<file path="config.mk">
export PLATFORM = sky130hd
export DESIGN_NAME = adder_pipe_32bit_flat
export DESIGN_NICKNAME = d
export VERILOG_FILES = /design/src/rtl/adder_pipe_32bit_if.sv /design/src/rtl/adder_pipe_32bit.sv /design/src/flat_wrapper.sv
export SDC_FILE = /design/constraint.sdc
export NUM_CORES = 1
export LEC_CHECK = 0
export ABC_AREA = 1
export CORE_ASPECT_RATIO = 1.1
export CORE_MARGIN = 4
export CORE_UTILIZATION = 29
export DETAILED_ROUTE_END_ITERATION = 10
export SLEW_MARGIN = 20
export SYNTH_ARGS = -nofsm -noshare
export SYNTH_HDL_FRONTEND = slang
export SYNTH_SLANG_ARGS = --single-unit
</file>
<file path="constraint.sdc">
create_clock -name clk -period 2.45 [get_ports clk]
set_input_delay 0.245 -clock clk [delete_from_list [all_inputs] [get_ports clk]]
set_output_delay 0.245 -clock clk [all_outputs]
set_load 0.01 [all_outputs]
</file>
<file path="src/rtl/adder_pipe_32bit_if.sv">
// adder_pipe_32bit_if: operand/result handshake bundle for adder_pipe_32bit.
// Optional carry_out signal exists only when ADDER_CARRY_OUT_EN is defined.
// Handshake: a transfer happens on a rising edge where valid && ready are
// both high; the producer holds valid and data stable until that edge.
interface adder_pipe_32bit_if;
    logic        in_valid;
    logic        in_ready;
    logic [31:0] a;
    logic [31:0] b;
    logic        out_valid;
    logic        out_ready;
    logic [31:0] sum;
`ifdef ADDER_CARRY_OUT_EN
    logic        carry_out;
`endif

    // Producer of operands / consumer of results (testbench or upstream logic)
    modport master (
        output in_valid,
        output a,
        output b,
        output out_ready,
        input  in_ready,
        input  out_valid,
        input  sum
`ifdef ADDER_CARRY_OUT_EN
        , input carry_out
`endif
    );

    // The adder pipeline itself
    modport slave (
        input  in_valid,
        input  a,
        input  b,
        input  out_ready,
        output in_ready,
        output out_valid,
        output sum
`ifdef ADDER_CARRY_OUT_EN
        , output carry_out
`endif
    );
endinterface

</file>
<file path="src/rtl/adder_pipe_32bit.sv">
// adder_pipe_32bit: two-stage pipelined 32-bit unsigned adder.
// Stage 1 adds the low 16 bits and registers the carry; stage 2 adds the
// high 16 bits plus that carry. Sum wraps modulo 2^32.
// Optional feature macro: ADDER_CARRY_OUT_EN adds the registered carry_out
// (bit 32 of a + b), aligned with sum.
// o_dbg_state = {s2_state, s1_state}, each 1 = FULL, 0 = EMPTY.
module adder_pipe_32bit (
    input  logic                 clk,
    input  logic                 rst_n,
    adder_pipe_32bit_if.slave    bus,
    output logic [1:0]           o_dbg_state
);

    typedef enum logic {
        ST_EMPTY = 1'b0,
        ST_FULL  = 1'b1
    } stage_state_t;

    stage_state_t r_s1_state;
    stage_state_t r_s2_state;
    stage_state_t w_s1_state_nxt;
    stage_state_t w_s2_state_nxt;

    logic        w_s1_valid;
    logic        w_s2_valid;
    logic        w_s1_adv;
    logic        w_s2_adv;
    logic        w_in_ready;
    logic        w_accept;
    logic        w_out_fire;

    logic [16:0] w_lo_sum;
    logic [15:0] r_s1_lo;
    logic        r_s1_c16;
    logic [15:0] r_s1_a_hi;
    logic [15:0] r_s1_b_hi;

    logic [15:0] r_s2_hi;
    logic [15:0] r_s2_lo;

`ifdef ADDER_CARRY_OUT_EN
    logic [16:0] w_hi_sum;
    logic        r_s2_c32;
`else
    logic [15:0] w_hi_sum;
`endif

    // Advance rules: a stage may take new data when its successor can take its
    // current contents. No skid buffer, so in_ready follows out_ready directly.
    assign w_s1_valid = (r_s1_state == ST_FULL);
    assign w_s2_valid = (r_s2_state == ST_FULL);
    assign w_s2_adv   = !w_s2_valid || bus.out_ready;
    assign w_s1_adv   = w_s1_valid && w_s2_adv;
    assign w_in_ready = !w_s1_valid || w_s2_adv;
    assign w_accept   = bus.in_valid && w_in_ready;
    assign w_out_fire = w_s2_valid && bus.out_ready;

    // Stage occupancy next-state: fill on load, drain on unload without refill
    always_comb begin
        w_s1_state_nxt = r_s1_state;
        w_s2_state_nxt = r_s2_state;
        case (r_s1_state)
            ST_EMPTY: if (w_accept)               w_s1_state_nxt = ST_FULL;
            ST_FULL:  if (w_s1_adv && !w_accept)  w_s1_state_nxt = ST_EMPTY;
        endcase
        case (r_s2_state)
            ST_EMPTY: if (w_s1_adv)               w_s2_state_nxt = ST_FULL;
            ST_FULL:  if (w_out_fire && !w_s1_adv) w_s2_state_nxt = ST_EMPTY;
        endcase
    end

    // Stage occupancy registers; reset empties the pipe and drops in-flight data
    always_ff @(posedge clk) begin
        if (!rst_n) begin
            r_s1_state <= ST_EMPTY;
            r_s2_state <= ST_EMPTY;
        end else begin
            r_s1_state <= w_s1_state_nxt;
            r_s2_state <= w_s2_state_nxt;
        end
    end

    // Low-half add, carry kept separately for the high half in stage 2
    assign w_lo_sum = {1'b0, bus.a[15:0]} + {1'b0, bus.b[15:0]};

    // Stage 1 data: loads only on accept, otherwise holds
    always_ff @(posedge clk) begin
        if (!rst_n) begin
            r_s1_lo   <= 16'd0;
            r_s1_c16  <= 1'b0;
            r_s1_a_hi <= 16'd0;
            r_s1_b_hi <= 16'd0;
        end else if (w_accept) begin
            r_s1_lo   <= w_lo_sum[15:0];
            r_s1_c16  <= w_lo_sum[16];
            r_s1_a_hi <= bus.a[31:16];
            r_s1_b_hi <= bus.b[31:16];
        end
    end

    // High-half add; the overflow bit is only formed when it is exported
`ifdef ADDER_CARRY_OUT_EN
    assign w_hi_sum = {1'b0, r_s1_a_hi} + {1'b0, r_s1_b_hi} + {16'd0, r_s1_c16};
`else
    assign w_hi_sum = r_s1_a_hi + r_s1_b_hi + {15'd0, r_s1_c16};
`endif

    // Stage 2 data: loads when stage 1 advances, holds bit-stable under stall
    always_ff @(posedge clk) begin
        if (!rst_n) begin
            r_s2_hi <= 16'd0;
            r_s2_lo <= 16'd0;
        end else if (w_s1_adv) begin
            r_s2_hi <= w_hi_sum[15:0];
            r_s2_lo <= r_s1_lo;
        end
    end

`ifdef ADDER_CARRY_OUT_EN
    // Registered bit 32 travels with the stage 2 sum
    always_ff @(posedge clk) begin
        if (!rst_n) begin
            r_s2_c32 <= 1'b0;
        end else if (w_s1_adv) begin
            r_s2_c32 <= w_hi_sum[16];
        end
    end

    assign bus.carry_out = r_s2_c32;
`endif

    assign bus.in_ready  = w_in_ready;
    assign bus.out_valid = w_s2_valid;
    assign bus.sum       = {r_s2_hi, r_s2_lo};
    assign o_dbg_state   = {r_s2_state, r_s1_state};

endmodule
</file>
<file path="src/flat_wrapper.sv">
// flat-port wrapper written by rule: the top's interface ports become plain ports
module adder_pipe_32bit_flat 
  (clk, rst_n, o_dbg_state, bus_in_valid, bus_a, bus_b, bus_out_ready, bus_in_ready, bus_out_valid, bus_sum);
  adder_pipe_32bit_if bus_i ();
  input  logic clk;
  input  logic rst_n;
  output logic [1:0] o_dbg_state;
  input wire logic [$bits(bus_i.in_valid)-1:0] bus_in_valid;
  input wire logic [$bits(bus_i.a)-1:0] bus_a;
  input wire logic [$bits(bus_i.b)-1:0] bus_b;
  input wire logic [$bits(bus_i.out_ready)-1:0] bus_out_ready;
  output wire logic [$bits(bus_i.in_ready)-1:0] bus_in_ready;
  output wire logic [$bits(bus_i.out_valid)-1:0] bus_out_valid;
  output wire logic [$bits(bus_i.sum)-1:0] bus_sum;
  assign bus_i.in_valid = bus_in_valid;
  assign bus_i.a = bus_a;
  assign bus_i.b = bus_b;
  assign bus_i.out_ready = bus_out_ready;
  assign bus_in_ready = bus_i.in_ready;
  assign bus_out_valid = bus_i.out_valid;
  assign bus_sum = bus_i.sum;
  adder_pipe_32bit u_core (.clk(clk), .rst_n(rst_n), .bus(bus_i), .o_dbg_state(o_dbg_state));
endmodule
</file>
---- Yosys cells after proc, flatten, opt, wreduce, memory -nomap -nowiden ----
Index checks and enable logic that the tools add are counted.
word-level totals
  bits in registers ....................... 83
cells by class
  add/subtract/negate cells ............... 3
  multiplexer cells ....................... 6
  bitwise gates (word level) .............. 2
  reduce and logical (&&, ||, !) cells .... 11
operators by type and width
  kind                             number
  adder 16 x 16 -> 17 bit          1
  adder 16 x 1 -> 16 bit           1
  adder 16 bit                     1
  logical AND 1 bit                5
  logical NOT 1 bit                4
  2-to-1 mux 1 bit                 4
  case mux 1 bit (2 select lines)  2
  logical OR 1 bit                 2
  inverter 1 bit                   2

---- Logic depth before layout (Yosys ltp) ----
  word-level depth ........................ 8
  depth in mapped cells ................... 12
  depth with buffers taken out ............ 12

---- Worst setup path after synthesis ----
No wires, ideal clock.
  kind .................................... register to register
  start point ............................. register u_core.r_s1_b_hi[0]
  end point ............................... register u_core.r_s2_hi[8]
  setup time .............................. 0.109 ns
  data arrival time ....................... 1.604 ns
  data required time ...................... 2.341 ns
  setup slack ............................. 0.737 ns
  cell stages (with the launch flop) ...... 12
  clock period less this slack ............ 1.713 ns
  cell sequence ........................... dfxtp_1 -> fa_1 -> inv_1 -> fa_1 -> inv_1 -> nand3_1 -> nand3_1 -> a21oi_1 -> or2_1 -> nand3_1 -> nand2_1 -> inv_1
between the ends
  longest elaborated chain between the ends .. 2
ends and longest elaborated chain
  element                 RTL line                 source
  start, declared         adder_pipe_32bit.sv:36   logic [15:0] r_s1_b_hi;
  start signal, assigned  adder_pipe_32bit.sv:97   r_s1_b_hi <= bus.b[31:16];
  adder 16 bit            adder_pipe_32bit.sv:105  assign w_hi_sum = r_s1_a_hi + r_s1_b_hi + {15'd0, r_s1_c16};
  adder 16 x 1 -> 16 bit  adder_pipe_32bit.sv:105
  end signal, assigned    adder_pipe_32bit.sv:114  r_s2_hi <= w_hi_sum[15:0];
  end, declared           adder_pipe_32bit.sv:38   logic [15:0] r_s2_hi;
No other way between the ends.
A chain may end at the register's enable or synchronous reset.

---- Worst setup path in the final report ----
Ends and elaborated chain as after synthesis.

==> flow_metrics.env <==
export IMPL_outcome="finished, final reports clean"
export IMPL_vias=4609
export IMPL_num_rows=49
export IMPL_grt_use_total_pct=12.9
export IMPL_routed_wl_um=11900
export IMPL_grt_pass1_wl_um=20000
export IMPL_ios=104
export IMPL_timing_final_ws_setup_ns=0.531
export IMPL_port_buffers=103
export IMPL_tns_ns=0
export IMPL_netlist_instances=755
export IMPL_layout_nets=953
export IMPL_grt_pass1_vias=4374
export IMPL_drive_gt1_share_pct=3.86
export IMPL_post_cts_resized=0
export IMPL_power_density_nw_per_um2=618
export IMPL_final_cell_mix="169 x nand2_1, 166 x nor2_1, 111 x inv_1"
export IMPL_setup_viol=0
export IMPL_synth_seq_cells=83
export IMPL_maxCapViolations=0
export IMPL_period_minus_slack_ns=1.92
export IMPL_clock_path_buffers=2
export IMPL_firstDrtPassIters=5
export IMPL_crit_type="reg2reg"
export IMPL_coreArea_um2=16400
export IMPL_reg2reg_from="u_core.r_s1_b_hi[0]$_SDFFE_PN0P_"
export IMPL_post_cts_setup_buffer_count=0
export IMPL_worst_ep_required_time_ns=2.69
export IMPL_reg2reg_depth=11
export IMPL_synthToLayoutAreaGrowth_pct=32.0
export IMPL_end_kind="flip-flop"
export IMPL_p_leak_nw=3.20
export IMPL_n_fill_cell=1762
export IMPL_grt_max_degree=37
export IMPL_die_area_um2=18800
export IMPL_r2r_end="u_core.r_s2_hi[8]$_SDFFE_PN0P_"
export IMPL_die_width_um=131
export IMPL_startpoint_type="flip-flop"
export IMPL_slew_viol_final=0
export IMPL_ys_types=28
export IMPL_syn_nets=856
export IMPL_rsz0062_at_grt="false"
export IMPL_vdd_drop_max_mv=0.297
export IMPL_drtIter0Drc=191
export IMPL_rrSetupSlack_ns=0.53
export IMPL_antennaDiodeCount=0
export IMPL_yosysSeqAreaShare_pct=34.4
export IMPL_ant_nets=0
export IMPL_initial_utilization_pct=29.5
export IMPL_cts_root_buf="clkbuf_16"
export IMPL_max_slew_worst_pin_slew_ns=0.593
export IMPL_maxSlewHeadroom_pct=60.4
export IMPL_cp_endpoint="u_core.r_s2_hi[8]$_SDFFE_PN0P_"
export IMPL_pre_cts_ws_ns=0.286
export IMPL_clock_sinks=83
export IMPL_drc=0
export IMPL_cts_tree="done"
export IMPL_post_drt_wl_per_cell_um=11.3
export IMPL_clk_latency_ns=0.34
export IMPL_synth_area_um2=4840
export IMPL_hold_buffers=0
export IMPL_mostFrequentLayoutCell="nand2_1"
export IMPL_grt_ovfl_total=0
export IMPL_gp_congestion=0.818
export IMPL_viasPerCell=4.35
export IMPL_cp_max_fo=3
export IMPL_antenna_found_initial=0
export IMPL_die_height_um=143
export IMPL_post_route_period_util_pct=78.3
export IMPL_finalHoldViolCount=0
export IMPL_skew_ns=0.00702
export IMPL_max_freq_mhz=521
export IMPL_dpl_hpwl_um=9570
export IMPL_hp_class="reg2reg"
export IMPL_htreeDepth=3
export IMPL_avgSynthCellArea_um2=6.41
export IMPL_yosys_warnings=0
export IMPL_path_clk_slew_ns=0.06
export IMPL_cts_buffers=9
export IMPL_critical_path_arrival_ns=2.16
export IMPL_startpoint="u_core.r_s1_b_hi[0]$_SDFFE_PN0P_"
## worst min path at each step
stage                                           end  slack, ns                       startpoint  depth (start not counted)
finish              u_core.r_s2_lo[10]$_SDFFE_PN0P_       0.48  u_core.r_s2_lo[10]$_SDFFE_PN0P_                          2
floorplan              u_core.r_s1_state$_SDFF_PN0_       0.38                     bus_in_valid                          2
CTS                  u_core.r_s1_lo[1]$_SDFFE_PN0P_       0.48   u_core.r_s1_lo[1]$_SDFFE_PN0P_                          2
global placement     u_core.r_s1_lo[1]$_SDFFE_PN0P_       0.46   u_core.r_s1_lo[1]$_SDFFE_PN0P_                          2
detailed placement   u_core.r_s1_lo[1]$_SDFFE_PN0P_       0.47   u_core.r_s1_lo[1]$_SDFFE_PN0P_                          2
global route         u_core.r_s2_lo[8]$_SDFFE_PN0P_       0.49   u_core.r_s2_lo[8]$_SDFFE_PN0P_                          2
## cells by family after synthesis
logic type / count (synthesis) / share of synthesized area (%)
AO/OA/AOI/OAI: 91 / 9.68
XOR/XNOR: 10 / 1.81
adder cells (fa/ha/maj): 33 / 9.00
buffers and inverters: 139 / 11.7
flip-flops: 83 / 34.4
AND/OR/NAND/NOR: 399 / 33.4
## state kept, by name, indices dropped and copies added (netlist names)
signal and count:
u_core.r_s1_c16 1, u_core.r_s2_hi 16, u_core.r_s1_lo 16, u_core.bus.out_valid 1
u_core.r_s2_lo 16, u_core.r_s1_state 1, u_core.r_s1_a_hi 16, u_core.r_s1_b_hi 16
## synthesized netlist by cell type (all sizes together)
cell type	instances	share of area, %
a211oi	1	0.16
a21oi	24	2.5
and2	1	0.18
buf	15	2.1
clkbuf	11	0.88
dfxtp	83	34
fa	3	1.2
ha	30	7.8
inv	113	8.8
nand2	172	14
nand3	45	4.9
nand3b	1	0.16
nand4	3	0.39
nor2	166	13
nor3	8	1.0
o211ai	4	0.62
o21ai	62	6.4
or2	3	0.39
xnor2	4	0.72
xor2	6	1.1
## power breakdown
group / internal [W] / switching (W) / total [W]
clock: 0.00102 / 0.000552 / 0.00157
combinational: 0.000398 / 0.000459 / 0.000857
sequential: 0.00146 / 0.0000626 / 0.00152
## metrics by stage
step	cell area (um^2)	power, W	hold WS, ns	instances	util [%]
6_report	6380	0.00395	0.481	1059	39.0
5_1_grt	6380	0.00418	0.495	1059	39.0
4_1_cts	6380	0.00400	0.483	1059	39.0
3_5_place_dp	6050	0.00242	0.469	1045	36.9
3_3_place_gp	6050	0.00241	0.461	1045	36.9
2_1_floorplan	4840	0.00209	0.379	755	-
## cell type report
class	count	area, um^2	area share [%]
multi-input cells	533	2610	40.8
flip-flops and latches	83	1660	26.0
repair buffers	112	1100	17.2
inverters	113	424	6.64
well taps	204	255	4.00
clock buffers	10	239	3.74
clock inverters	4	98.8	1.55
## worst max-delay path, stage by stage, from the launching register on
cell and delay (ns):
dfxtp_1 0.33, fa_1 0.44, inv_1 0.08, fa_1 0.21
inv_1 0.06, nand3_1 0.06, nand3_1 0.13, a21oi_1 0.18
or2_1 0.12, nand3_1 0.08, nand2_1 0.09, inv_1 0.03
## layer usage
metal	global-route usage (%)	vias to the layer above	wire, um
met5	0	-	0
met4	3.65	0	145
met3	3.47	13	720
met2	24.0	83	5800
met1	14.7	1986	5270
li1	-	2527	-
No activity file was read; power rests on OpenSTA's default activity.
